$ cat config.mk
export PLATFORM = sky130hd
export DESIGN_NAME = reg_bank_queued_flat
export DESIGN_NICKNAME = d
export VERILOG_FILES = /design/src/rtl/reg_bank_queued_if.sv /design/src/rtl/reg_bank_queued.sv /design/src/flat_wrapper.sv
export SDC_FILE = /design/constraint.sdc
export NUM_CORES = 2
export LEC_CHECK = 0
export CELL_PAD_IN_SITES_DETAIL_PLACEMENT = 1
export CELL_PAD_IN_SITES_GLOBAL_PLACEMENT = 2
export CORE_MARGIN = 3
export CORE_UTILIZATION = 40
export CTS_CLUSTER_SIZE = 16
export DETAILED_ROUTE_END_ITERATION = 12
export GPL_ROUTABILITY_DRIVEN = 1
export GPL_TIMING_DRIVEN = 0
export PLACE_DENSITY = 0.91
export RECOVER_POWER = 100
export SYNTH_ARGS = -nofsm -noshare
export SYNTH_HDL_FRONTEND = slang
export SYNTH_SLANG_ARGS = --single-unit
$ cat constraint.sdc
create_clock -name clock -period 7.6 [get_ports clock]
set_input_delay 2.28 -clock clock [delete_from_list [all_inputs] [get_ports clock]]
set_output_delay 2.28 -clock clock [all_outputs]
set_load 0.01 [all_outputs]
$ cat src/rtl/reg_bank_queued_if.sv
// Register-bank datapath bundle: op/write/load inputs from the pipeline and read/status outputs.
// The master side drives the operation inputs and the slave side (the register bank) drives the read and status outputs.
interface reg_bank_queued_if #(
  parameter int REG_WIDTH  = 32,
  parameter int IDX_WIDTH  = 4,
  parameter int ADDR_WIDTH = 14
);
  logic                  enable;
  logic                  privileged_mode;
  logic [2:0]            op;
  logic [IDX_WIDTH-1:0]  rs_a;
  logic [IDX_WIDTH-1:0]  rs_b;
  logic [IDX_WIDTH-1:0]  rd;
  logic [REG_WIDTH-1:0]  alu_result;
  logic [REG_WIDTH-1:0]  new_sp;
  logic [ADDR_WIDTH-1:0] new_pc;
  logic [REG_WIDTH-1:0]  load_data;
  logic                  load_valid;
  logic [REG_WIDTH-1:0]  read_data_a;
  logic [REG_WIDTH-1:0]  read_data_b;
  logic [REG_WIDTH-1:0]  store_data;
  logic [REG_WIDTH-1:0]  current_pc;
  logic [REG_WIDTH-1:0]  current_sp;
  logic                  pending_hazard;
  logic                  load_queue_full;
  logic                  load_queue_empty;
  logic                  load_error;

  modport master (
    output enable, privileged_mode, op, rs_a, rs_b, rd, alu_result, new_sp, new_pc,
           load_data, load_valid,
    input  read_data_a, read_data_b, store_data, current_pc, current_sp, pending_hazard,
           load_queue_full, load_queue_empty, load_error
  );

  modport slave (
    input  enable, privileged_mode, op, rs_a, rs_b, rd, alu_result, new_sp, new_pc,
           load_data, load_valid,
    output read_data_a, read_data_b, store_data, current_pc, current_sp, pending_hazard,
           load_queue_full, load_queue_empty, load_error
  );
endinterface

$ cat src/rtl/reg_bank_queued.sv
// Register bank with banked SP, PC, and an in-order queue of pending load destinations
// used for RAW hazard detection and load retirement.
module reg_bank_queued #(
  parameter int REG_WIDTH       = 32,
  parameter int NUM_REGS        = 16,
  parameter int IDX_WIDTH       = 4,
  parameter int ADDR_WIDTH      = 14,
  parameter int DATA_AREA_START = 8192,
  parameter int RESET_PC        = 1,
  parameter int LOAD_DEPTH      = 4
) (
  input logic               clock,
  input logic               reset,
  reg_bank_queued_if.slave  bus
);
  localparam int QP_W   = $clog2(LOAD_DEPTH);
  localparam int PTR_W  = QP_W + 1;
  localparam int LR_IDX = NUM_REGS - 3;

  localparam logic [IDX_WIDTH-1:0]  PC_SEL  = IDX_WIDTH'(NUM_REGS - 1);
  localparam logic [IDX_WIDTH-1:0]  SP_SEL  = IDX_WIDTH'(NUM_REGS - 2);
  localparam logic [REG_WIDTH-1:0]  ONES    = {REG_WIDTH{1'b1}};
  localparam logic [REG_WIDTH-1:0]  R0_INIT = REG_WIDTH'(DATA_AREA_START);
  localparam logic [ADDR_WIDTH-1:0] PC_INIT = ADDR_WIDTH'(RESET_PC);

  localparam logic [2:0] OP_ALU    = 3'd1;
  localparam logic [2:0] OP_REINIT = 3'd2;
  localparam logic [2:0] OP_LOAD   = 3'd3;
  localparam logic [2:0] OP_TRAP   = 3'd4;
  localparam logic [2:0] OP_LDD    = 3'd6;

  logic [REG_WIDTH-1:0]  regs_r [NUM_REGS];
  logic [REG_WIDTH-1:0]  sp_user_r;
  logic [REG_WIDTH-1:0]  sp_priv_r;
  logic [ADDR_WIDTH-1:0] pc_r;
  logic [IDX_WIDTH-1:0]  q_mem_r [LOAD_DEPTH];
  logic [PTR_W-1:0]      wr_ptr_r;
  logic [PTR_W-1:0]      rd_ptr_r;
  logic                  load_error_r;

  logic [REG_WIDTH-1:0]  active_sp_s;
  logic [REG_WIDTH-1:0]  pc_ext_s;
  logic [REG_WIDTH-1:0]  wr_data_s;
  logic [REG_WIDTH-1:0]  sp_next_s;
  logic [PTR_W-1:0]      q_count_s;
  logic [IDX_WIDTH-1:0]  head_idx_s;
  logic                  q_empty_s;
  logic                  q_full_s;
  logic                  rd_ok_s;
  logic                  op_wr_s;
  logic                  load_req_s;
  logic                  push_s;
  logic                  pop_s;
  logic                  err_set_s;
  logic                  uses_rd_s;
  logic                  hazard_s;

  // SP index aliases the active SP bank and PC index reads the zero-extended PC.
  function automatic logic [REG_WIDTH-1:0] map_read(
    input logic [IDX_WIDTH-1:0] idx,
    input logic [REG_WIDTH-1:0] gpr,
    input logic [REG_WIDTH-1:0] sp,
    input logic [REG_WIDTH-1:0] pc
  );
    if (idx == PC_SEL)      map_read = pc;
    else if (idx == SP_SEL) map_read = sp;
    else                    map_read = gpr;
  endfunction

  assign active_sp_s = bus.privileged_mode ? sp_priv_r : sp_user_r;
  assign pc_ext_s    = REG_WIDTH'(pc_r);
  assign wr_data_s   = (bus.op == OP_LDD) ? bus.load_data : bus.alu_result;
  assign sp_next_s   = (bus.op == OP_REINIT) ? ONES : bus.new_sp;

  assign q_count_s  = wr_ptr_r - rd_ptr_r;
  assign q_empty_s  = (wr_ptr_r == rd_ptr_r);
  assign q_full_s   = (wr_ptr_r[QP_W] != rd_ptr_r[QP_W]) &&
                      (wr_ptr_r[QP_W-1:0] == rd_ptr_r[QP_W-1:0]);
  assign head_idx_s = q_mem_r[rd_ptr_r[QP_W-1:0]];

  assign rd_ok_s    = (bus.rd != PC_SEL) && (bus.rd != SP_SEL);
  assign op_wr_s    = bus.enable && ((bus.op == OP_ALU) || (bus.op == OP_LDD)) && rd_ok_s;
  assign load_req_s = bus.enable && (bus.op == OP_LOAD);
  assign pop_s      = bus.load_valid && !q_empty_s;
  // A pop in the same cycle frees the slot, so a full queue still accepts the push.
  assign push_s     = load_req_s && rd_ok_s && (!q_full_s || pop_s);
  assign err_set_s  = (load_req_s && !push_s) || (bus.load_valid && q_empty_s);
  assign uses_rd_s  = (bus.op == OP_ALU) || (bus.op == OP_LOAD) || (bus.op == OP_LDD);

  // Compare every occupied queue slot against the current source/destination indices.
  always_comb begin
    hazard_s = 1'b0;
    for (int k = 0; k < LOAD_DEPTH; k++) begin
      hazard_s = hazard_s | ((PTR_W'(k) < q_count_s) && (
        (q_mem_r[QP_W'(rd_ptr_r[QP_W-1:0] + QP_W'(k))] == bus.rs_a) ||
        (q_mem_r[QP_W'(rd_ptr_r[QP_W-1:0] + QP_W'(k))] == bus.rs_b) ||
        (uses_rd_s && (q_mem_r[QP_W'(rd_ptr_r[QP_W-1:0] + QP_W'(k))] == bus.rd))));
    end
  end

  // General registers; later assignments give the op write priority over retirement.
  always_ff @(posedge clock or negedge reset) begin
    if (!reset) begin
      for (int i = 0; i < NUM_REGS; i++) begin
        regs_r[i] <= (i == 0) ? R0_INIT : {REG_WIDTH{1'b0}};
      end
    end else begin
      if (pop_s) regs_r[head_idx_s] <= bus.load_data;
      if (op_wr_s) regs_r[bus.rd] <= wr_data_s;
      if (bus.enable && (bus.op == OP_REINIT)) regs_r[0] <= R0_INIT;
      if (bus.enable && (bus.op == OP_TRAP)) regs_r[LR_IDX] <= pc_ext_s;
    end
  end

  // PC and the two SP banks; only the active bank follows new_sp.
  always_ff @(posedge clock or negedge reset) begin
    if (!reset) begin
      pc_r      <= PC_INIT;
      sp_user_r <= ONES;
      sp_priv_r <= ONES;
    end else if (bus.enable) begin
      pc_r <= bus.new_pc;
      if (bus.privileged_mode) sp_priv_r <= sp_next_s;
      else                     sp_user_r <= sp_next_s;
    end
  end

  // Load-destination queue pointers, storage and the sticky error flag.
  always_ff @(posedge clock or negedge reset) begin
    if (!reset) begin
      wr_ptr_r     <= {PTR_W{1'b0}};
      rd_ptr_r     <= {PTR_W{1'b0}};
      load_error_r <= 1'b0;
      for (int i = 0; i < LOAD_DEPTH; i++) begin
        q_mem_r[i] <= {IDX_WIDTH{1'b0}};
      end
    end else begin
      if (push_s) begin
        q_mem_r[wr_ptr_r[QP_W-1:0]] <= bus.rd;
        wr_ptr_r <= wr_ptr_r + PTR_W'(1);
      end
      if (pop_s) rd_ptr_r <= rd_ptr_r + PTR_W'(1);
      if (err_set_s) load_error_r <= 1'b1;
    end
  end

  assign bus.read_data_a      = map_read(bus.rs_a, regs_r[bus.rs_a], active_sp_s, pc_ext_s);
  assign bus.read_data_b      = map_read(bus.rs_b, regs_r[bus.rs_b], active_sp_s, pc_ext_s);
  assign bus.store_data       = map_read(bus.rd, regs_r[bus.rd], active_sp_s, pc_ext_s);
  assign bus.current_pc       = pc_ext_s;
  assign bus.current_sp       = active_sp_s;
  assign bus.pending_hazard   = hazard_s;
  assign bus.load_queue_full  = q_full_s;
  assign bus.load_queue_empty = q_empty_s;
  assign bus.load_error       = load_error_r;
endmodule

$ cat src/flat_wrapper.sv
// flat-port wrapper written by rule: the top's interface ports become plain ports
module reg_bank_queued_flat 
#(
  parameter int REG_WIDTH       = 32,
  parameter int NUM_REGS        = 16,
  parameter int IDX_WIDTH       = 4,
  parameter int ADDR_WIDTH      = 14,
  parameter int DATA_AREA_START = 8192,
  parameter int RESET_PC        = 1,
  parameter int LOAD_DEPTH      = 4
)
  (clock, reset, bus_enable, bus_privileged_mode, bus_op, bus_rs_a, bus_rs_b, bus_rd, bus_alu_result, bus_new_sp, bus_new_pc, bus_load_data, bus_load_valid, bus_read_data_a, bus_read_data_b, bus_store_data, bus_current_pc, bus_current_sp, bus_pending_hazard, bus_load_queue_full, bus_load_queue_empty, bus_load_error);
  reg_bank_queued_if #(.REG_WIDTH(REG_WIDTH), .IDX_WIDTH(IDX_WIDTH), .ADDR_WIDTH(ADDR_WIDTH)) bus_i ();
  input logic clock;
  input logic reset;
  input wire logic [$bits(bus_i.enable)-1:0] bus_enable;
  input wire logic [$bits(bus_i.privileged_mode)-1:0] bus_privileged_mode;
  input wire logic [$bits(bus_i.op)-1:0] bus_op;
  input wire logic [$bits(bus_i.rs_a)-1:0] bus_rs_a;
  input wire logic [$bits(bus_i.rs_b)-1:0] bus_rs_b;
  input wire logic [$bits(bus_i.rd)-1:0] bus_rd;
  input wire logic [$bits(bus_i.alu_result)-1:0] bus_alu_result;
  input wire logic [$bits(bus_i.new_sp)-1:0] bus_new_sp;
  input wire logic [$bits(bus_i.new_pc)-1:0] bus_new_pc;
  input wire logic [$bits(bus_i.load_data)-1:0] bus_load_data;
  input wire logic [$bits(bus_i.load_valid)-1:0] bus_load_valid;
  output wire logic [$bits(bus_i.read_data_a)-1:0] bus_read_data_a;
  output wire logic [$bits(bus_i.read_data_b)-1:0] bus_read_data_b;
  output wire logic [$bits(bus_i.store_data)-1:0] bus_store_data;
  output wire logic [$bits(bus_i.current_pc)-1:0] bus_current_pc;
  output wire logic [$bits(bus_i.current_sp)-1:0] bus_current_sp;
  output wire logic [$bits(bus_i.pending_hazard)-1:0] bus_pending_hazard;
  output wire logic [$bits(bus_i.load_queue_full)-1:0] bus_load_queue_full;
  output wire logic [$bits(bus_i.load_queue_empty)-1:0] bus_load_queue_empty;
  output wire logic [$bits(bus_i.load_error)-1:0] bus_load_error;
  assign bus_i.enable = bus_enable;
  assign bus_i.privileged_mode = bus_privileged_mode;
  assign bus_i.op = bus_op;
  assign bus_i.rs_a = bus_rs_a;
  assign bus_i.rs_b = bus_rs_b;
  assign bus_i.rd = bus_rd;
  assign bus_i.alu_result = bus_alu_result;
  assign bus_i.new_sp = bus_new_sp;
  assign bus_i.new_pc = bus_new_pc;
  assign bus_i.load_data = bus_load_data;
  assign bus_i.load_valid = bus_load_valid;
  assign bus_read_data_a = bus_i.read_data_a;
  assign bus_read_data_b = bus_i.read_data_b;
  assign bus_store_data = bus_i.store_data;
  assign bus_current_pc = bus_i.current_pc;
  assign bus_current_sp = bus_i.current_sp;
  assign bus_pending_hazard = bus_i.pending_hazard;
  assign bus_load_queue_full = bus_i.load_queue_full;
  assign bus_load_queue_empty = bus_i.load_queue_empty;
  assign bus_load_error = bus_i.load_error;
  reg_bank_queued #(.REG_WIDTH(REG_WIDTH), .NUM_REGS(NUM_REGS), .IDX_WIDTH(IDX_WIDTH), .ADDR_WIDTH(ADDR_WIDTH), .DATA_AREA_START(DATA_AREA_START), .RESET_PC(RESET_PC), .LOAD_DEPTH(LOAD_DEPTH)) u_core (.clock(clock), .reset(reset), .bus(bus_i));
endmodule
; ---- Yosys cells after proc, flatten, opt, wreduce, memory -nomap -nowiden
; Cells that the tools add are included.
; Widths: inputs -> output; s select.
[word_totals]
word_cells = 173
in_bits = 130
ff_bits = 613
out_inout_bits = 164
[op_classes]
reduce_logical = 41
addsub = 6
mux = 43
bitwise = 13
magnitude_cmp = 16
n_eq_ne = 28
[ops]
columns = op, count
row1 = $bwmux 512, 2
row2 = $mux 512, 2
row3 = $mux 32, 19
row4 = $bmux 32 s4, 3
row5 = $demux 32 s4, 2
row6 = $eq 4x4->1, 12
row7 = $mux 4, 9
row8 = $bmux 4 s2, 4
row9 = $eq 4x4->1 const B, 6
row10 = $logic_and 1x1->1, 23
row11 = $ge 5x5->1 const B, 4
row12 = $not 4->5, 4
row13 = $bwmux 16, 1
row14 = $ge 3x3->1 const B, 5
row15 = $not 2->3, 5
row16 = $logic_or 1x1->1, 13
row17 = $lt 5x1->1 const B, 2
row18 = $demux 4 s2, 1
row19 = $ne 4x4->1 const B, 2
row20 = $add 3x1->3 const B, 2
row21 = $eq 3x2->1 const B, 2
row22 = $eq 3x3->1 const B, 2
row23 = $lt 1x3->1 const A, 2
row24 = $lt 2x3->1 const A, 2
row25 = 12 further kinds, 18

; ---- Logic depth before layout (Yosys ltp)
[logic_depth]
ltp_word = 14
mapped_depth = 12
depth_no_buf = 9

; ---- Least setup slack after synthesis
; Ideal clock, no wire load.
[synth_path]
path_kind = in2out
from = in bus_rs_a[0]
to = out bus_read_data_a[11]
slack_ns = 1.022
arrival_ns = 4.298
path_stages = 6
t_required_ns = 5.320
path_buffers = 2
path_cell_list = clkbuf_1 buf_1 mux4_2 mux4_2 a21oi_1 o21ai_0
[synth_between]
elab_chain_cells = 6
elab_cells_between_ends = 8
classes_between = eq/ne (2) / mux (5) / bitwise (1)
[synth_lines]
columns = element, line_no
row1 = start: declaration, flat_wrapper.sv:19  ; input wire logic [$bits(bus_i.rs_a)-1:0] bus_rs_a;
row2 = $not 4->5 (not written as such), reg_bank_queued.sv:147  ; assign bus.read_data_a = map_read(bus.rs_a, regs_r[bus.rs_a], active_sp_s, pc_ext_s);
row3 = $bmux 32 s4, reg_bank_queued.sv:147
row4 = $mux 32 (not written as such) (2 in a row), reg_bank_queued.sv:147
row5 = $mux 32, reg_bank_queued.sv:66  ; else if (idx == SP_SEL) map_read = sp;
row6 = $mux 32 (*), reg_bank_queued.sv:65  ; if (idx == PC_SEL) map_read = pc;
row7 = end: declaration, flat_wrapper.sv:27  ; output wire logic [$bits(bus_i.read_data_a)-1:0] bus_read_data_a;
; Mark *: on every way between the ends. The rest lies on a longest branch, timed or not. The select of a mux whose other input is x is not followed.

; ---- Final worst setup path
[layout_path]
from = in bus_rs_a[0]
to = out bus_read_data_a[3]
; Same word-level chain as after synthesis.

==> key figures <==
STA
  • Worst-Margin Slew: 3.62 ns
  • Max-slew headroom: -1.41
  • Min cycle time layout: around 7.7 ns
  • Final Max Slew Viols: 442
  • # setup viols final: 27
  • Final setup margin: -0.139 ns
  • Skew final: 0.0346 ns
  • Final Hold Fails: 0
  • Fmax: 0.129 GHz
  • Fin crit share: 1.02

Die
  • Die Span Y: between 300 and 400 um
  • Die width: 328 um
  • IO Count: around 290
  • Die area: 107,000 um^2
  • Row cnt: approximately 120
  • CORE AREA: between 100,000 and 150,000 um^2
  • Initial Utilization: 0.405

Synth
  • Top post-synthesis cells by area: dfrtp_1, mux4_2, mux2i_1, nor2_1, a21oi_1
  • Avg Cell Area, Syn: between 10 and 15 um^2
  • Seq cells post-synth: roughly 600
  • Top cell type's share of synthesized area: 0.323
  • Largest area contributor in the netlist: dfrtp_1
  • Post-synth EDFFs: 0
  • Mapped Area: 41,400 um^2
  • Synth Instances: 3,881
  • YS warnings: 0
  • Post-synth cell types: 45
  • Sequential share of the synthesized area: 0.365
  • Ys async rst share: 1.00
  • Main synth FF type: dfrtp_1

Global route
  • Number of antenna violations at the first check in global routing: 8
  • Vias in the first global route: approximately 39,000
  • Grt total ovfl: 0
  • Gr usage total: 0.382
  • Largest net degree at the start of global routing: 116
  • First-pass GRT wire length: around 290,000 um

Cells and area
  • Most common cell after layout, fill and taps aside: mux2i_1
  • Non-Filler Instances: ~5,700
  • Commonest non-fill, non-tap cells in the layout: mux2i_1, dfrtp_1, nor2_1
  • Layout cells sized above 1: 0.221
  • Area grow syn2layout: 18.0%
  • Nets: about 4,400

Detailed routing
  • Met1 Wirelength: ~77,000 um
  • DR DRC count: 0
  • DRT antenna net count: 0
  • DRT Pass-1 Iters: 7
  • Via/cell ratio: roughly 6.8
  • Initial DRC count: 5,102
  • Top sig layer: met5
  • Total wire length: around 210,000 um
  • Routed WL per cell: between 30 and 40 um
  • Routed via count: 38,300
  • Met3 wire len: 29,600 um
  • Met2 WL: approximately 89,000 um

Job
  • Max_cap viols: 9

Clock network
  • H-tree depth: 3
  • Worst-path clk slew: ~0.050 ns
  • CTS tree: done
  • CTS sink count: about 600
  • Clock buffer count from CTS: 76
  • Root Driver: clkbuf_16
  • Clock Latency Late Sink: between 0.6 and 0.7 ns
  • Max Buffers Root-to-Sink: 3
  • Hold bufs inserted after CTS: 0

Hold path
  • Class of the worst hold path: register to register
  • Hold Path Stages: 2
  • Hold Path Sink: u_core.sp_user_r[12]$_DFFE_PN1P_
  • Hold path start: u_core.sp_user_r[12]$_DFFE_PN1P_

Placed design
  • Placed cells: approximately 5,500
  • GPL Wtd Cong: roughly 0.99
  • Dpl hpwl: around 150,000 um
  • Port bufs: roughly 240

Power
  • Design Power: ~18 mW
  • VDD IR-drop max: 0.168 mV
  • Power Dens Cells: roughly 360 nW/um^2
  • Leak: approximately 21 nW

Worst setup path
  • Crit path max fanout: 10
  • Worst r2r path cells: 10
  • Crit start category: input pin
  • Reg2Reg Capture Point: u_core.regs_r[15]$_DFF_PN0_
  • Crit path arrival time: between 5 and 6 ns
  • Crit Reg-Reg Startpoint: u_core.rd_ptr_r[1]$_DFFE_PN0N_
  • FF-to-FF setup slack: 2.82 ns
  • Worst path required time: 5.32 ns
  • Critical Path End Type: output pin
  • Critical path type: input pin to output pin

Outcome
  • Failing checks: max-capacitance violations, max-slew violations, negative setup slack
  • Outcome: finished with violations
==> critical path, stage by stage <==
cell             delay (ns)
clkbuf_2               0.39
buf_6                  0.34
clkbuf_4               0.36
clkbuf_4               0.42
nand4_1                0.29
clkbuf_2               0.32
a31oi_1                0.35
clkdlybuf4s50_1        0.66
==> Yosys cell counts (42+ instances only) <==
library cell / number
mux2i_1: 542
dfrtp_1: 535
nor2_1: 499
mux4_2: 421
nand2_1: 374
a21oi_1: 370
clkbuf_1: 288
o21ai_0: 211
mux2_2: 96
a211oi_1: 69
buf_2: 68
dfstp_2: 66
buf_1: 52
xnor2_1: 42
==> per-layer routing <==
layer,GRT usage,up-vias
met5,0,-
li1,-,14800
met1,0.486,19700
met3,0.151,738
met2,0.557,3070
met4,0.206,6
==> sequential cells by signal, indices dropped and copies added, names as in the netlist <==
| name | flops |
|---|---|
| u_core.bus.load_error | 1 |
| u_core.pc_r | 14 |
| u_core.q_mem_r | 16 |
| u_core.rd_ptr_r | 3 |
| u_core.regs_r | 500 |
| u_core.sp_priv_r | 32 |
| u_core.sp_user_r | 32 |
| u_core.wr_ptr_r | 3 |
==> area by class of cell <==
cell class	instances	area [um^2]
multi-input cells	2826	24500
fillers	11100	53400
inverters	28	105
clock inverters	27	295
clock buffers	112	2230
diodes	7	17.5
repair buffers	253	2550
well taps	1368	1710
flip-flops and latches	601	15100
plain buffers	439	2350
==> report_power, final <==
| part | leakage (nW) | internal (mW) | switching, mW |
|---|---|---|---|
| Combinational | 12.3 | 4.06 | 3.86 |
| Sequential | 7.45 | 4.55 | 1.48 |
| Clock | 1.25 | 2.21 | 1.61 |
==> cell families after synthesis <==
family,after synthesis,share of synthesized area
XOR/XNOR,54,0.0114
AND/OR/NAND/NOR,984,0.0959
AO/OA/AOI/OAI,703,0.0911
adder cells (fa/ha/maj),8,0.00260
flip-flops,601,0.365
multiplexers,1059,0.386
buffers and inverters,471,0.0482
other,1,0.0000905
==> worst max-delay path by stage <==
stage | endpoint | from | slack, ns
finish | bus_read_data_a[3] | bus_rs_a[0] | -0.14
global placement | u_core.regs_r[189]$_DFF_PN0_ | reset | -24.49
global route | bus_pending_hazard | bus_rs_a[0] | -0.04
detailed placement | bus_store_data[11] | bus_rd[3] | -2.21
floorplan | bus_read_data_a[11] | bus_rs_a[0] | 1.02
CTS | bus_read_data_b[10] | bus_rs_b[2] | -0.02
==> repair_timing <==
item	in CTS	in global routing
resized for setup	276	59
pin swaps	3	3
setup buffers	3	3
endpoints found under the setup margin	97	65
==> per-stage QoR <==
| step | setup TNS [ns] | setup slack, ns | area, um^2 | util | hold WS, ns |
|---|---|---|---|---|---|
| 5_1_grt | -0.0419 | -0.0419 | 48900 | 0.478 | 0.500 |
| 3_3_place_gp | - | -24.49 | 45600 | 0.445 | 0.466 |
| 4_1_cts | -0.0237 | -0.0170 | 48900 | 0.478 | 0.482 |
| 6_report | -0.980 | -0.139 | 48900 | 0.478 | 0.477 |
| 3_5_place_dp | -144.09 | -2.21 | 45800 | 0.448 | 0.474 |
| 2_1_floorplan | 0 | 1.02 | 41500 | - | 0.458 |
Note: power is estimated with default switching activity, not from simulation.
